<file path="config.mk">
export PLATFORM = sky130hd
export DESIGN_NAME = core_acc_arb
export DESIGN_NICKNAME = d
export VERILOG_FILES = /design/src/rtl/core_acc_arb.sv
export SDC_FILE = /design/constraint.sdc
export NUM_CORES = 1
export LEC_CHECK = 0
export BUFFER_PORTS_ARGS = -buffer_cell sky130_fd_sc_hd__buf_2
export CAP_MARGIN = 20
export CORE_ASPECT_RATIO = 0.7
export CORE_MARGIN = 3
export CORE_UTILIZATION = 40
export CTS_BUF_LIST = sky130_fd_sc_hd__clkbuf_8
export DETAILED_ROUTE_END_ITERATION = 10
export GPL_ROUTABILITY_DRIVEN = 0
export HOLD_SLACK_MARGIN = 0.02
export PLACE_DENSITY = 0.74
export SYNTH_ARGS = -nofsm -noshare
export SYNTH_HDL_FRONTEND = slang
export SYNTH_SLANG_ARGS = --single-unit
</file>
<file path="constraint.sdc">
create_clock -name clk -period 2.1 [get_ports clk]
set_input_delay 0.42 -clock clk [delete_from_list [all_inputs] [get_ports clk]]
set_output_delay 0.42 -clock clk [all_outputs]
set_load 0.02 [all_outputs]
</file>
<file path="src/rtl/core_acc_arb.sv">
// ---------------------------------------------------------------------------
// core_acc_arb
// Round-robin arbiter/sequencer that shares one core_acc among NUM_REQ psum
// producers. A granted requester owns a whole accumulation group of
// L = cfg_acc_num + 2 beats, streamed one per cycle without stalls. The group
// length seen by core_acc comes from a copy of cfg_acc_num latched at grant.
// Each returned sum is routed back to the requester that owned the group.
//
// Ports
//   clk, rst_n        clock, asynchronous active-low reset
//   cfg_acc_num       group config, sampled when a grant is made
//   req_data          beat of requester i at [i*IDATA_BIT +: IDATA_BIT]
//   req_valid         requester i has a beat
//   req_ready         beat of requester i is taken this cycle (combinational)
//   acc_cfg_acc_num   latched config to core_acc
//   acc_idata(_valid) registered beat stream to core_acc
//   acc_odata(_valid) accumulated sum returned by core_acc
//   rsp_data          routed sum, shared by all requesters
//   rsp_valid         one-hot owner of rsp_data, one-cycle pulse
//   grant_id          current / last owner
//   err_bubble        sticky: owner dropped req_valid inside its group
//   err_rsp           sticky: sum returned while no owner was queued
// ---------------------------------------------------------------------------
module core_acc_arb #(
    parameter int NUM_REQ   = 4,
    parameter int IDATA_BIT = 32,
    parameter int ODATA_BIT = 32,
    parameter int CDATA_BIT = 8,
    localparam int GW = (NUM_REQ > 1) ? $clog2(NUM_REQ) : 1
) (
    input  logic                           clk,
    input  logic                           rst_n,
    input  logic [CDATA_BIT-1:0]           cfg_acc_num,
    input  logic [NUM_REQ*IDATA_BIT-1:0]   req_data,
    input  logic [NUM_REQ-1:0]             req_valid,
    output logic [NUM_REQ-1:0]             req_ready,
    output logic [CDATA_BIT-1:0]           acc_cfg_acc_num,
    output logic [IDATA_BIT-1:0]           acc_idata,
    output logic                           acc_idata_valid,
    input  logic [ODATA_BIT-1:0]           acc_odata,
    input  logic                           acc_odata_valid,
    output logic [ODATA_BIT-1:0]           rsp_data,
    output logic [NUM_REQ-1:0]             rsp_valid,
    output logic [GW-1:0]                  grant_id,
    output logic                           err_bubble,
    output logic                           err_rsp
);

    typedef enum logic [0:0] {
        ST_IDLE   = 1'b0,
        ST_STREAM = 1'b1
    } state_t;

    state_t                 state_r;
    state_t                 state_nxt_s;
    logic [GW-1:0]          rr_ptr_r;
    logic [GW-1:0]          winner_s;
    logic [GW-1:0]          cand_s;
    logic                   win_found_s;
    logic [GW-1:0]          grant_nxt_s;
    logic [CDATA_BIT:0]     beat_cnt_r;
    logic [CDATA_BIT:0]     last_beat_s;
    logic                   group_done_s;
    logic [IDATA_BIT-1:0]   sel_data_s;
    logic                   sel_valid_s;
    logic [GW-1:0]          fifo_mem_r [2];
    logic                   fifo_wr_r;
    logic                   fifo_rd_r;
    logic [1:0]             fifo_cnt_r;
    logic                   push_s;
    logic                   pop_s;

    // One-hot decode of a requester id.
    function automatic logic [NUM_REQ-1:0] onehot_f(input logic [GW-1:0] id);
        logic [NUM_REQ-1:0] oh;
        oh     = {NUM_REQ{1'b0}};
        oh[id] = 1'b1;
        return oh;
    endfunction

    // Round-robin search: first requesting index at or after the pointer.
    always_comb begin
        winner_s    = {GW{1'b0}};
        cand_s      = {GW{1'b0}};
        win_found_s = 1'b0;
        for (int k = 0; k < NUM_REQ; k++) begin
            cand_s = GW'((int'(rr_ptr_r) + k) % NUM_REQ);
            if (!win_found_s && req_valid[cand_s]) begin
                win_found_s = 1'b1;
                winner_s    = cand_s;
            end else begin
                win_found_s = win_found_s;
            end
        end
    end

    // Owner's beat selection and group bookkeeping helpers.
    always_comb begin
        sel_data_s = {IDATA_BIT{1'b0}};
        for (int k = 0; k < NUM_REQ; k++) begin
            if (grant_id == GW'(k)) begin
                sel_data_s = req_data[k*IDATA_BIT +: IDATA_BIT];
            end else begin
                sel_data_s = sel_data_s;
            end
        end
        sel_valid_s = req_valid[grant_id];
        // L-1 = cfg + 1; the extra counter bit keeps cfg = all-ones from wrapping.
        last_beat_s  = {1'b0, acc_cfg_acc_num} + {{CDATA_BIT{1'b0}}, 1'b1};
        group_done_s = (state_r == ST_STREAM) && (beat_cnt_r == last_beat_s);
        grant_nxt_s  = (grant_id == GW'(NUM_REQ - 1)) ? {GW{1'b0}} : grant_id + {{(GW-1){1'b0}}, 1'b1};
    end

    // FSM state register.
    always_ff @(posedge clk or negedge rst_n) begin
        if (!rst_n) begin
            state_r <= ST_IDLE;
        end else begin
            state_r <= state_nxt_s;
        end
    end

    // FSM next state: IDLE always lasts at least one cycle between groups.
    always_comb begin
        state_nxt_s = state_r;
        case (state_r)
            ST_IDLE:   state_nxt_s = win_found_s  ? ST_STREAM : ST_IDLE;
            ST_STREAM: state_nxt_s = group_done_s ? ST_IDLE   : ST_STREAM;
            default:   state_nxt_s = ST_IDLE;
        endcase
    end

    // FSM outputs: the owner is ready on every cycle of its group.
    always_comb begin
        req_ready = {NUM_REQ{1'b0}};
        if (state_r == ST_STREAM) begin
            req_ready[grant_id] = 1'b1;
        end else begin
            req_ready = {NUM_REQ{1'b0}};
        end
    end

    // Grant, latched config, beat counter and round-robin pointer.
    always_ff @(posedge clk or negedge rst_n) begin
        if (!rst_n) begin
            grant_id        <= {GW{1'b0}};
            acc_cfg_acc_num <= {CDATA_BIT{1'b0}};
            beat_cnt_r      <= {(CDATA_BIT+1){1'b0}};
            rr_ptr_r        <= {GW{1'b0}};
        end else if (state_r == ST_IDLE) begin
            if (win_found_s) begin
                grant_id        <= winner_s;
                acc_cfg_acc_num <= cfg_acc_num;
                beat_cnt_r      <= {(CDATA_BIT+1){1'b0}};
            end
        end else begin
            beat_cnt_r <= beat_cnt_r + {{CDATA_BIT{1'b0}}, 1'b1};
            if (group_done_s) begin
                rr_ptr_r <= grant_nxt_s;
            end
        end
    end

    // Beat stream to core_acc; a missing owner beat is zero-padded and flagged.
    always_ff @(posedge clk or negedge rst_n) begin
        if (!rst_n) begin
            acc_idata_valid <= 1'b0;
            acc_idata       <= {IDATA_BIT{1'b0}};
            err_bubble      <= 1'b0;
        end else if (state_r == ST_STREAM) begin
            acc_idata_valid <= 1'b1;
            if (sel_valid_s) begin
                acc_idata <= sel_data_s;
            end else begin
                acc_idata  <= {IDATA_BIT{1'b0}};
                err_bubble <= 1'b1;
            end
        end else begin
            acc_idata_valid <= 1'b0;
            acc_idata       <= {IDATA_BIT{1'b0}};
        end
    end

    assign pop_s  = acc_odata_valid && (fifo_cnt_r != 2'd0);
    assign push_s = group_done_s && ((fifo_cnt_r != 2'd2) || pop_s);

    // Owner id FIFO (depth 2) bridging group end to result return.
    always_ff @(posedge clk or negedge rst_n) begin
        if (!rst_n) begin
            fifo_mem_r[0] <= {GW{1'b0}};
            fifo_mem_r[1] <= {GW{1'b0}};
            fifo_wr_r     <= 1'b0;
            fifo_rd_r     <= 1'b0;
            fifo_cnt_r    <= 2'd0;
        end else begin
            if (push_s) begin
                fifo_mem_r[fifo_wr_r] <= grant_id;
                fifo_wr_r             <= ~fifo_wr_r;
            end
            if (pop_s) begin
                fifo_rd_r <= ~fifo_rd_r;
            end
            case ({push_s, pop_s})
                2'b10:   fifo_cnt_r <= fifo_cnt_r + 2'd1;
                2'b01:   fifo_cnt_r <= fifo_cnt_r - 2'd1;
                default: fifo_cnt_r <= fifo_cnt_r;
            endcase
        end
    end

    // Result routing: one-cycle one-hot pulse to the queued owner.
    always_ff @(posedge clk or negedge rst_n) begin
        if (!rst_n) begin
            rsp_data  <= {ODATA_BIT{1'b0}};
            rsp_valid <= {NUM_REQ{1'b0}};
            err_rsp   <= 1'b0;
        end else begin
            rsp_valid <= {NUM_REQ{1'b0}};
            if (pop_s) begin
                rsp_data  <= acc_odata;
                rsp_valid <= onehot_f(fifo_mem_r[fifo_rd_r]);
            end else if (acc_odata_valid) begin
                err_rsp <= 1'b1;
            end
        end
    end

endmodule

</file>
Word level (Yosys, flattened, before mapping)
Cells that the tools add are included.
{"block": "classes", "addsub": 8, "n_lt_le_gt_ge": 11, "eq_ne": 7, "n_mux": 44, "bitwise": 7, "n_reduce_logical": 21}
{"operator": "two-way mux 32 bit", "n": 6}
{"operator": "< comparator 2 x 3 -> 1 bit, second input constant", "n": 6}
{"operator": "two-way mux 2 bit", "n": 9}
{"operator": "two-way mux 9 bit", "n": 2}
{"operator": "two-way mux 1 bit", "n": 14}
{"operator": "binary-select mux 1 bit (select 2 bit)", "n": 5}
{"operator": "adder 8 x 1 -> 9 bit, second input constant", "n": 1}
{"operator": "adder 9 x 1 -> 9 bit, second input constant", "n": 1}
{"operator": "equality test 9 bit", "n": 1}
{"operator": "logical AND 1 bit", "n": 9}
{"operator": "two-way mux 4 bit", "n": 2}
{"operator": "AND reduction 2 bit", "n": 4}
{"operator": "adder 2 x 1 -> 2 bit, second input constant", "n": 3}
{"operator": "equality test 2 bit, second input constant", "n": 3}
{"operator": "nonzero test 2 bit", "n": 3}
{"operator": "NOT 1 bit", "n": 5}
{"operator": "adder 2 bit, second input constant", "n": 2}
{"operator": "bitwise mux 4 bit", "n": 1}
{"operator": "demux 1 bit (select 2 bit)", "n": 2}
{"operator": "equality test 2 x 1 -> 1 bit, second input constant", "n": 2}
{"operator": ">= comparator 2 x 1 -> 1 bit, second input constant", "n": 2}
{"operator": ">= comparator 2 bit, second input constant", "n": 2}
{"operator": "NOT 1 -> 2 bit", "n": 2}
{"operator": "one-hot mux 2 bit (2 select lines)", "n": 1}
{"operator": "8 further kinds", "n": 10}
{"block": "totals", "reg_bits": 101}

Logic depth before layout (Yosys ltp)
Gate-level depths: netlist of the first run.
{"block": "logic_depth", "word_depth": 14, "ltp_mapped": 10, "ltp_nobuf": 8}

Worst setup path after synthesis of the first run
OpenSTA, ideal clock, no wires.
{"block": "synth_timing", "path_type": "reg2reg", "from": "register acc_cfg_acc_num[0]", "to": "register fifo_mem_r[3] (netlist name)", "t_arrival_ns": 2.050, "required_time_ns": 1.975, "path_slack_ns": -0.075, "path_stages_with_launch": 9, "path_buffers": 1, "period_less_slack_ns": 2.175, "path_cell_list": "dfrtp_1 ha_1 xor2_1 nor3_1 nand3_1 nor4_2 buf_4 nand3b_4 mux2_4"}
{"block": "synth_between", "elab_chain_cells": 4}
{"item": "start: declaration", "line_no": "37", "rtl": "output logic [CDATA_BIT-1:0] acc_cfg_acc_num,"}
{"item": "start signal: assignment", "line_no": "147", "rtl": "acc_cfg_acc_num <= {CDATA_BIT{1'b0}};"}
{"item": "start signal: assignment", "line_no": "153", "rtl": "acc_cfg_acc_num <= cfg_acc_num;"}
{"item": "adder 8 x 1 -> 9 bit", "line_no": "109", "rtl": "last_beat_s = {1'b0, acc_cfg_acc_num} + {{CDATA_BIT{1'b0}}, 1'b1};"}
{"item": "equality test 9 bit", "line_no": "110", "rtl": "group_done_s = (state_r == ST_STREAM) && (beat_cnt_r == last_beat_s);"}
{"item": "logical AND 1 bit", "line_no": "110"}
{"item": "logical AND 1 bit", "line_no": "185", "rtl": "assign push_s = group_done_s && ((fifo_cnt_r != 2'd2) || pop_s);"}
{"item": "end signal: indexed assignment", "line_no": "197", "rtl": "fifo_mem_r[fifo_wr_r] <= grant_id;"}
{"item": "end: declaration", "line_no": "66", "rtl": "logic [GW-1:0] fifo_mem_r [2];"}
No other way between the ends.
A chain may end at the register's enable or synchronous reset.

Final worst setup path of the first run
{"block": "layout_timing", "from": "register grant_id[0]", "to": "output req_ready[2]"}
{"block": "layout_between", "elab_chain_cells": 5, "word_cells_on_any_way": 6, "cone_classes": "order compare (2); mux (3); reduce/logical (1)"}
{"item": "start: declaration", "line_no": "44", "rtl": "output logic [GW-1:0] grant_id,"}
{"item": "start signal: assignment", "line_no": "146", "rtl": "grant_id <= {GW{1'b0}};"}
{"item": "start signal: assignment", "line_no": "152", "rtl": "grant_id <= winner_s;"}
{"item": "< comparator 2 x 3 -> 1 bit (not written as such) or >= comparator 2 x 1 -> 1 bit (tied branches)", "line_no": "137", "rtl": "req_ready[grant_id] = 1'b1;"}
{"item": "logical AND 1 bit (not written as such)", "line_no": "137"}
{"item": "two-way mux 1 bit (not written as such)", "line_no": "137"}
{"item": "demux 1 bit (select 2 bit) *", "line_no": "137"}
{"item": "two-way mux 4 bit *", "line_no": "136", "rtl": "if (state_r == ST_STREAM) begin"}
{"item": "end: declaration", "line_no": "36", "rtl": "output logic [NUM_REQ-1:0] req_ready,"}
Every way passes the cells marked *; elsewhere a longest branch is shown, timed or not.

==> results of run 1 <==
layout make-up:
cell class / count / area [um2]
sequential: 101 / 2530
clock buffer: 9 / 124
timing repair buffer: 288 / 1650
inverter: 8 / 30.0
multi-input combinational: 412 / 2540
clock inverter: 7 / 58.8
fill: 1062 / 4960
tap: 157 / 196
final timing paths:
path                                     from            endpoint  slack, ps
setup / recovery                  grant_id[0]        req_ready[2]         40
hold reg to reg                       err_rsp             err_rsp        480
hold / removal                 cfg_acc_num[4]  acc_cfg_acc_num[4]        230
max in group asynchronous               rst_n       acc_idata[13]        910
setup reg to reg           acc_cfg_acc_num[0]       fifo_cnt_r[1]         70
min in group asynchronous               rst_n         rsp_data[8]        500
sequential cells by signal (all words and copies together) (netlist names):
register and flops:
acc_cfg_acc_num 8, acc_idata 32, acc_idata_valid 1, beat_cnt_r 9
err_bubble 1, err_rsp 1, fifo_cnt_r 2, fifo_mem_r 4
fifo_rd_r 1, fifo_wr_r 1, grant_id 2, rr_ptr_r 2
rsp_data 32, rsp_valid 4, state_r 1
synthesized netlist by cell type, types with 2 or more instances:
master and n:
nand2_1 70, and2_1 6, ha_1 6, mux2_2 36, dfrtp_1 101, nand4_1 2, xnor2_1 11, buf_2 4
or3_1 3, nand2b_1 2, mux2i_1 3, nor2b_1 2, nor2_1 79, o21bai_1 2, nor3_1 3, a21oi_1 102
o21ai_0 11, clkbuf_1 26, xor2_1 3, nand3b_1 33, buf_1 8, and3_1 5, nand3_1 12, inv_1 8
timing repair:
| item | in CTS | in global routing |
|---|---|---|
| hold buffers | 1 | 0 |
| endpoints found under the setup margin | 11 | 12 |
| endpoints found under the hold margin | 27 | 0 |
| pin swaps | 2 | 3 |
| buffers inserted | 3 | 0 |
| cloned | 1 | 1 |
| resized for setup | 3 | 18 |
metrics by stage:
step,area (um2),worst slack (ps)
after global placement,6770,-24.4
after floorplan,5150,24.1
final,7130,39.9
after global routing,7130,-64.8
after detailed placement,6770,-45.8
after CTS,7020,-28.8
power by group:
part	leakage (nW)	internal (mW)	switching, mW
combinational	2.27	2.50	3.41
clock	0.0907	0.447	0.715
sequential	1.27	2.78	0.524
critical path, cell delays in order (launching register included):
cell	delay, ps
dfrtp_1	390
inv_1	130
ha_2	410
and2_1	180
buf_2	160
cells by family (layout without fill, tap and decap cells):
kind of cell | count (synthesis) | in the layout | share of synthesized area [%]
AOI/OAI and AO/OA | 127 | 127 | 13.2
xor gates and xnor gates | 14 | 14 | 2.39
adders and majority gates | 6 | 6 | 1.46
buffers and inverters | 47 | 312 | 3.61
DFF | 101 | 101 | 49.2
muxes | 41 | 41 | 9.21
and+or+nand+nor | 224 | 224 | 21.0
placed cells by master (no fill, tap or decap), drive strengths merged, types with 2 or more instances in the layout:
cell and count:
buf 285, a21oi 102, dfrtp 101, nor2 79, nand2 70, mux2 37
nand3b 34, nand3 12, o21ai 12, xnor2 11, inv 11, clkbuf 10
and2 6, ha 6, and3 5, xor2 3, or3 3, mux2i 3
nor3 3, nand4 2, nor2b 2, nand2b 2, o21bai 2, clkinvlp 2
clkinv 2, nor4 2
per-layer routing:
metal / up-vias / wire length (um) / track usage (%)
met5: - / 0 / 0
met4: 0 / 184 / 4.28
met3: 19 / 1220 / 6.64
met2: 189 / 7280 / 33.8
met1: 2367 / 6480 / 27.6
li1: 2437 / - / -
==> implementation parameters, run 1 <==
Parameter                              Value

Drt
  Total number of vias    5,012
  Post-DRT Antenna Nets    0
  DR WL/cell    approximately 15 um
  Final routed wirelength across all metal layers    15,200 um
  Initial DRC count    280
  DRC    0
  Router iterations before antenna repair    4
  Routed via count divided by cell count    5.10

STA
  Timing-limited maximum frequency    approximately 490 MHz
  Count of final max-slew check failures    0
  Count of final hold-check violations    0
  Post-route clock skew    between 9 and 10 ps
  Slew @ Worst Pin    724 ps
  Accumulated negative setup slack    0 ps
  Final setup vio count    0
  Unrepaired setup endpoints after global routing    true
  Worst max-slew margin expressed relative to the limit    51.6%
  Period utilisation layout    98.1%
  Final-layout worst hold slack    225 ps
  Final period demand of the worst path    2060 ps

Floorplan
  Standard-cell row count    33
  Die Wd    141 um
  I/O pin count    260
  Die height    101 um
  Die Outline Area    around 14,000 um2
  Starting density of the core    about 42%
  Placeable core area    12,100 um2

Logic synthesis
  Syn avg cell area    9.17 um2
  Number of flip-flops and latches in the synthesized netlist    just over 100
  Sequential fraction of the synthesis area    49.2%
  Number of distinct library cells after synthesis    46
  Largest cells by area after synthesis    dfrtp_1 (49%), a21oi_1 (9.9%), mux2_2 (7.9%)
  Cells after Synth    560
  Yosys top cell area share    49.2%
  YS warnings    0
  Nets in the synthesized netlist    741
  Area of the mapped netlist    roughly 5100 um2
  Synth area leader    dfrtp_1
  Proportion of register bits with asynchronous set or reset after synthesis    100%
  Primary FF master, synth    dfrtp_1
  Number of enable flip-flop cells after synthesis    0

Global route
  Largest net degree at the start of global routing    between 60 and 70
  Number of antenna violations at the first check in global routing    0
  Congestion Overflow GR    0
  Number of global-route vias before repair    between 4,000 and 5,000
  GRT Overall Usage    between 20 and 25%
  Global-route wire length before repair    ~24,000 um

CTS
  CTS clk-pin slew, worst paths    ~100 ps
  Clock tree root driver cell    clkbuf_8
  H-tree levels    3
  Number of CTS-inserted buffers    9
  TritonCTS clock tree    done
  Clock sink count    slightly above 100
  Worst skew pair latency    370 ps
  Maximum count of clock buffers along a single path    2

Worst setup path
  Worst Setup Path Type    reg2out
  Count of cells along the worst register-to-register path    9
  Maximum fanout along the worst path    14
  Type of element capturing the critical path    output port
  Critical Path Source Type    register
  Crit path arrival time    between 1500 and 2000 ps
  Data required, critical path    approximately 1700 ps

Cells and area
  Fin util    59.0%
  Final layout net count    between 1,000 and 1,500
  Proportion of layout cells with a drive suffix above 1    a little over two fifths
  Count of placed standard cells in the final layout, fillers left out    around 980
  Antenna diode count    0
  Syn-to-layout area delta    38.9%

Outcome
  Run status    finished, final reports clean

Placement
  Detailed placer's ending HPWL    about 11,000 um
  I/O Buffers    around 260
  Count of placed standard cells including taps    960

Power and ir drop
  Power density of the placed cells    around 1500 nW/um2
  Maximum resistive drop on vdd    0.713 mV
  Total Power Consumption    10.4 mW
  P_leak    about 3.6 nW

Flow run
  Max-cap violations    0

Hold path
  Worst min path class    in2reg
  Worst hold path stage count    3
Note: power is estimated with default switching activity, not from simulation.
==> run 2: changes to the inputs <==
--- a/config.mk
+++ b/config.mk
@@ -5,6 +5,7 @@
 export SDC_FILE = /design/constraint.sdc
 export NUM_CORES = 1
 export LEC_CHECK = 0
+export ABC_AREA = 1
 export BUFFER_PORTS_ARGS = -buffer_cell sky130_fd_sc_hd__buf_2
 export CAP_MARGIN = 20
 export CORE_ASPECT_RATIO = 0.7
==> implementation parameters, run 2 <==
Parameter                              Value

Logic synthesis
  Proportion of register bits with asynchronous set or reset after synthesis    100%
  Cells after Synth    645
  Largest cells by area after synthesis    dfrtp_1 (49%), nand2_1 (14%), o21ai_0 (7.4%)
  Number of enable flip-flop cells after synthesis    0
  Syn avg cell area    about 8 um2
  Number of distinct library cells after synthesis    35
  YS warnings    0
  Primary FF master, synth    dfrtp_1
  Area of the mapped netlist    5180 um2
  Nets in the synthesized netlist    between 800 and 900
  Most instantiated cells after synthesis    nand2_1 (188), dfrtp_1 (101), o21ai_0 (77), a21oi_1 (40), inv_1 (40)
  Most used standard cell by instance count after synthesis    nand2_1
  Number of flip-flops and latches in the synthesized netlist    101
  Synth area leader    dfrtp_1
  Yosys top cell area share    between 40% and 50%
  Sequential fraction of the synthesis area    between 40% and 50%

Power and ir drop
  Power density of the placed cells    1410 nW/um2
  Sequential share of power    between 30% and 40%
  Clock network fraction of design power    a little under an eighth
  Internal power    around 5.1 mW
  P_leak    approximately 3.8 nW
  Combinational fraction of design power    55.5%
  Power dissipated by switching net loads    ~4.7 mW
  Total Power Consumption    between 9 and 10 mW
  Switching fraction of total power    a little under half
  Maximum resistive drop on vdd    roughly 0.50 mV

Global route
  Global-route wire length before repair    about 25,000 um
  Global routing usage on met1    about 30%
  Busiest grt layer    met2
  Global-route met3 utilization    6.13%
  Congestion Overflow GR    0
  GRT met2 Usage    34.4%
  GRT Overall Usage    between 20% and 30%
  Number of global-route vias before repair    about 4,800
  Largest net degree at the start of global routing    50
  Number of antenna violations at the first check in global routing    0

CTS
  Worst skew pair latency    360 ps
  H-tree levels    3
  Clock sink count    101
  Number of CTS-inserted buffers    9
  Clock tree root driver cell    clkbuf_8
  TritonCTS clock tree    done
  CTS clk-pin slew, worst paths    110 ps
  Maximum count of clock buffers along a single path    2

Floorplan
  Placeable core area    between 10,000 and 15,000 um2
  Die Wd    ~140 um
  Die Outline Area    between 10,000 and 15,000 um2
  Starting density of the core    ~41%
  I/O pin count    260
  Standard-cell row count    34
  Die height    101 um

Hold path
  Worst hold path stage count    3
  Hold Path Sink    rsp_data[23]
  Hold path startpoint    acc_odata[23]
  Worst min path class    in2reg

STA
  Count of final max-slew check failures    0
  Final setup vio count    0
  Slew @ Worst Pin    roughly 430 ps
  Post-route clock skew    13.0 ps
  Worst path setup slack after routing    101 ps
  Count of final hold-check violations    0
  Worst max-slew margin expressed relative to the limit    roughly 70%
  Accumulated negative setup slack    0 ps
  Timing-limited maximum frequency    ~500 MHz
  Period utilisation layout    95.2%
  Final period demand of the worst path    roughly 2000 ps

Drt
  Routed via count divided by cell count    around 5
  Final routed wirelength across all metal layers    between 15,000 and 20,000 um
  DR WL/cell    roughly 15 um
  Post-DRT Antenna Nets    0
  Router iterations before antenna repair    7
  Initial DRC count    between 300 and 400
  DRC    0
  Total number of vias    approximately 5,400

Worst setup path
  Data required, critical path    approximately 1700 ps
  Worst Setup Path Type    reg2out
  Worst r2r src    acc_cfg_acc_num[1]
  Slowest cell on the critical path    dfrtp_1
  Largest stage delay, worst path    440 ps
  Maximum fanout along the worst path    4
  WP depth    5
  Count of cells along the worst register-to-register path    12
  Type of element capturing the critical path    output port
  CP delay by family, top    flip-flops
  Worst setup slack for register-to-register paths    ~150 ps
  Crit path arrival time    roughly 1600 ps
  Endpoint of the most critical register-to-register path    fifo_cnt_r[1]
  Sequence of cells on the critical path    inv_1 -> ha_2 -> nand2_1 -> inv_1 -> buf_2
  Count of buffer and inverter cells on the critical path    3
  Most prevalent standard cell on the critical path    inv_1
  Worst setup startpoint    grant_id[0]
  Critical Path Source Type    register

Flow run
  Max-cap violations    0

Cells and area
  Proportion of layout cells with a drive suffix above 1    about 37%
  Leading cell type in the layout, fill and taps excluded    buf_2
  Fin util    about 56%
  Finished Cell Area    about 7000 um2
  Syn-to-layout area delta    34.5%
  Largest registers    acc_idata x32, rsp_data x32, beat_cnt_r x9
  Final layout net count    around 1,100
  Antenna diode count    0
  Leading cell types in the layout, fill and taps excluded    buf_2 (258), nand2_1 (187), dfrtp_1 (98), o21ai_0 (77), a21oi_1 (40)

Placement
  Worst setup slack after placement    roughly 130 ps
  Detailed placer's ending HPWL    roughly 13,000 um
  Post-detailed-placement cell area    6710 um2
  I/O Buffers    between 200 and 300

Outcome
  Run status    finished, final reports clean
[run 2: final cells by class]
cell class	instances	area [um2]
fillers	1191	5580
flip-flops and latches	101	2530
multi-input cells	461	2350
repair buffers	283	1530
well taps	162	203
inverters	47	179
clock buffers	9	124
clock inverters	6	55.1
[run 2: cell families after synthesis]
logic type / share of synthesized area, %
AO/OA/AOI/OAI: 19.2
XOR/XNOR: 1.16
adder cells (fa/ha/maj): 1.45
buffers and inverters: 6.45
flip-flops: 48.8
AND/OR/NAND/NOR: 23.0
[run 2: repair_timing]
action / 4_1_cts / 5_1_grt
buffers inserted: 0 / 5
gates resized for setup: 4 / 8
pin swaps: 0 / 5
hold buffers: 1 / 0
hold endpoints to repair: 16 / 0
setup endpoints to repair: 2 / 8
[run 2: power groups by stage]
stage,Combinational (mW),Sequential [mW],Clock [mW]
global placement,5.26,3.23,0
CTS,5.37,3.22,1.20
global route,6.10,3.32,1.27
detailed placement,5.35,3.26,0
finish,5.46,3.23,1.16
floorplan,2.87,3.92,0
[run 2: worst max path at each step]
stage,to,slack [ps]
6_report,req_ready[2],100
5_1_grt,fifo_mem_r[1],-6
4_1_cts,req_ready[3],1
3_5_place_dp,fifo_cnt_r[1],130
3_3_place_gp,fifo_mem_r[2],240
2_1_floorplan,req_ready[2],120
[run 2: worst register-to-register path, cell delays in order, from the launching register on]
cell and delay (ps):
dfrtp_2 470, ha_4 290, inv_1 30, nand2_1 50
nand3_1 70, nor2_1 100, nand2_1 90, nor2_4 100
nand3_2 100, nor2_4 220, nand3_1 160, nand3_1 110
nand3_1 70
[run 2: per-stage QoR]
stage	instances	hold slack, ps
final	1069	242
after global routing	1069	221
after CTS	1064	217
after detailed placement	1048	317
after global placement	1048	319
after floorplan	645	124
[run 2: metal layers]
layer | up-vias | wire, um
li1 | 2678 | -
met1 | 2443 | 7110
met2 | 226 | 7370
met3 | 16 | 1560
met4 | 0 | 184
met5 | - | 0
==> run 3: changes to the inputs <==
--- a/config.mk
+++ b/config.mk
@@ -8,7 +8,7 @@
 export ABC_AREA = 1
 export BUFFER_PORTS_ARGS = -buffer_cell sky130_fd_sc_hd__buf_2
 export CAP_MARGIN = 20
-export CORE_ASPECT_RATIO = 0.7
+export CORE_ASPECT_RATIO = 1.1
 export CORE_MARGIN = 3
 export CORE_UTILIZATION = 40
 export CTS_BUF_LIST = sky130_fd_sc_hd__clkbuf_8
==> implementation parameters, run 3 (synthesized netlist as in run 2, its figures left out) <==
Parameter                              Value

Global route
  Number of antenna violations at the first check in global routing    2
  Congestion Overflow GR    0
  GRT Overall Usage    between 20 and 25%
  Global-route wire length before repair    about 26,000 um
  Number of global-route vias before repair    around 5,000
  Largest net degree at the start of global routing    47

Outcome
  Run status    finished, final reports clean

Floorplan
  I/O pin count    260
  Standard-cell row count    42
  Placeable core area    12,300 um2
  Starting density of the core    about two fifths
  Die Outline Area    14,400 um2
  Die Wd    approximately 110 um
  Die height    125 um

CTS
  Worst skew pair latency    about 380 ps
  H-tree levels    3
  Clock sink count    101
  CTS clk-pin slew, worst paths    about 110 ps
  TritonCTS clock tree    done
  Number of CTS-inserted buffers    9
  Clock tree root driver cell    clkbuf_8
  Maximum count of clock buffers along a single path    2

Worst setup path
  Data required, critical path    approximately 1700 ps
  Maximum fanout along the worst path    9
  Worst Setup Path Type    reg2out
  Critical Path Source Type    register
  Crit path arrival time    about 1600 ps
  Type of element capturing the critical path    output port

Cells and area
  Count of placed standard cells in the final layout, fillers left out    1,062
  Number of fillers in the final layout    1,171
  Leading cell types in the layout, fill and taps excluded    buf_2 (258), nand2_1 (187), dfrtp_1 (99), o21ai_0 (76), a21oi_1 (40)
  Leading cell type in the layout, fill and taps excluded    buf_2
  Syn-to-layout area delta    34.6%
  Final layout net count    1,083
  Largest registers    acc_idata x32, rsp_data x32, beat_cnt_r x9
  Proportion of layout cells with a drive suffix above 1    around 37%
  Fin util    around 56%

Power and ir drop
  Maximum resistive drop on vdd    0.697 mV
  Power density of the placed cells    ~1400 nW/um2
  P_leak    3.77 nW

Drt
  DR WL/cell    between 15 and 20 um
  Routed via count divided by cell count    5.02
  DRC    0
  Total number of vias    about 5,300
  Post-DRT Antenna Nets    0
  Router iterations before antenna repair    4
  Initial DRC count    approximately 300
  Final routed wirelength across all metal layers    16,400 um

STA
  Worst max-slew margin expressed relative to the limit    70.9%
  Count of final max-slew check failures    0
  Count of final hold-check violations    0
  Worst path setup slack after routing    86.4 ps
  Final setup vio count    0
  Final period demand of the worst path    about 2000 ps
  Post-route clock skew    around 7.3 ps
  Period utilisation layout    95.9%
  Timing-limited maximum frequency    approximately 500 MHz
  Slew @ Worst Pin    437 ps

Placement
  Count of placed standard cells including taps    around 1,000
  I/O Buffers    ~260
  Worst setup slack after placement    ~140 ps
  Detailed placer's ending HPWL    approximately 13,000 um

Flow run
  Max-cap violations    0

Hold path
  Worst min path class    in2reg
-- run 3: cell types whose count changed in the layout (fill, tap and decap cells not counted), sizes merged --
cell,before,now
clkinv,5,2
clkbuf,9,10
inv,48,50
clkinvlp,0,1
diode,0,1
buf,282,281
-- run 3: power by group --
group	switching [mW]	internal, mW
registers	0.505	2.70
logic	3.43	1.95
clock network	0.760	0.502
total	4.69	5.15
-- run 3: final cells by class --
| cell class | instances | area (um2) | area share (%) |
|---|---|---|---|
| Sequential cell | 101 | 2530 | 36.3 |
| Multi-Input combinational cell | 461 | 2360 | 33.8 |
| Clock buffer | 10 | 138 | 1.97 |
| Tap cell | 154 | 193 | 2.76 |
| Antenna cell | 1 | 2.50 | 0.0359 |
| Timing Repair Buffer | 282 | 1520 | 21.7 |
| Inverter | 47 | 179 | 2.57 |
| Clock inverter | 6 | 61.3 | 0.879 |
-- run 3: stage by stage --
step / total power, mW / setup TNS [ps] / hold WS (ps) / area, um2
floorplan: 6.79 / 0 / 124 / 5180
global placement: 8.41 / 0 / 386 / 6700
detailed placement: 8.52 / 0 / 387 / 6700
CTS: 9.80 / 0 / 218 / 6910
global route: 10.7 / -84.1 / 213 / 6970
finish: 9.85 / 0 / 229 / 6970
-- run 3: per-layer routing --
metal / up-vias / global-route usage (%) / routed length (um)
li1: 2676 / - / -
met1: 2417 / 27.2 / 6680
met2: 213 / 38.2 / 8140
met3: 18 / 6.86 / 1350
met4: 2 / 6.15 / 270
met5: - / 0 / 7
-- run 3: critical path, cell delays in order (launching register included) --
cell and delay, ps:
dfrtp_1 430, buf_6 150, ha_2 190, buf_4 170, nand2_1 60, inv_1 40, buf_2 160
-- run 3: what timing repair did --
item / in CTS / in global routing
hold buffers: 1 / 0
endpoints found under the hold margin: 30 / 0
endpoints found under the setup margin: 0 / 9
buffers inserted: 0 / 3
resized for setup: 0 / 11
-- run 3: path summary, 6_finish.rpt --
| path | startpoint | to | slack (ps) | cells after the start |
|---|---|---|---|---|
| max | grant_id[0] | req_ready[3] | 90 | 6 |
| min reg2reg | err_bubble | err_bubble | 470 | 1 |
| max reg2reg | acc_cfg_acc_num[1] | fifo_mem_r[0] | 160 | 14 |
| max in group asynchronous | rst_n | acc_cfg_acc_num[1] | 990 | 3 |
| min in group asynchronous | rst_n | rsp_data[26] | 520 | 2 |
| min | acc_odata[17] | rsp_data[17] | 230 | 3 |
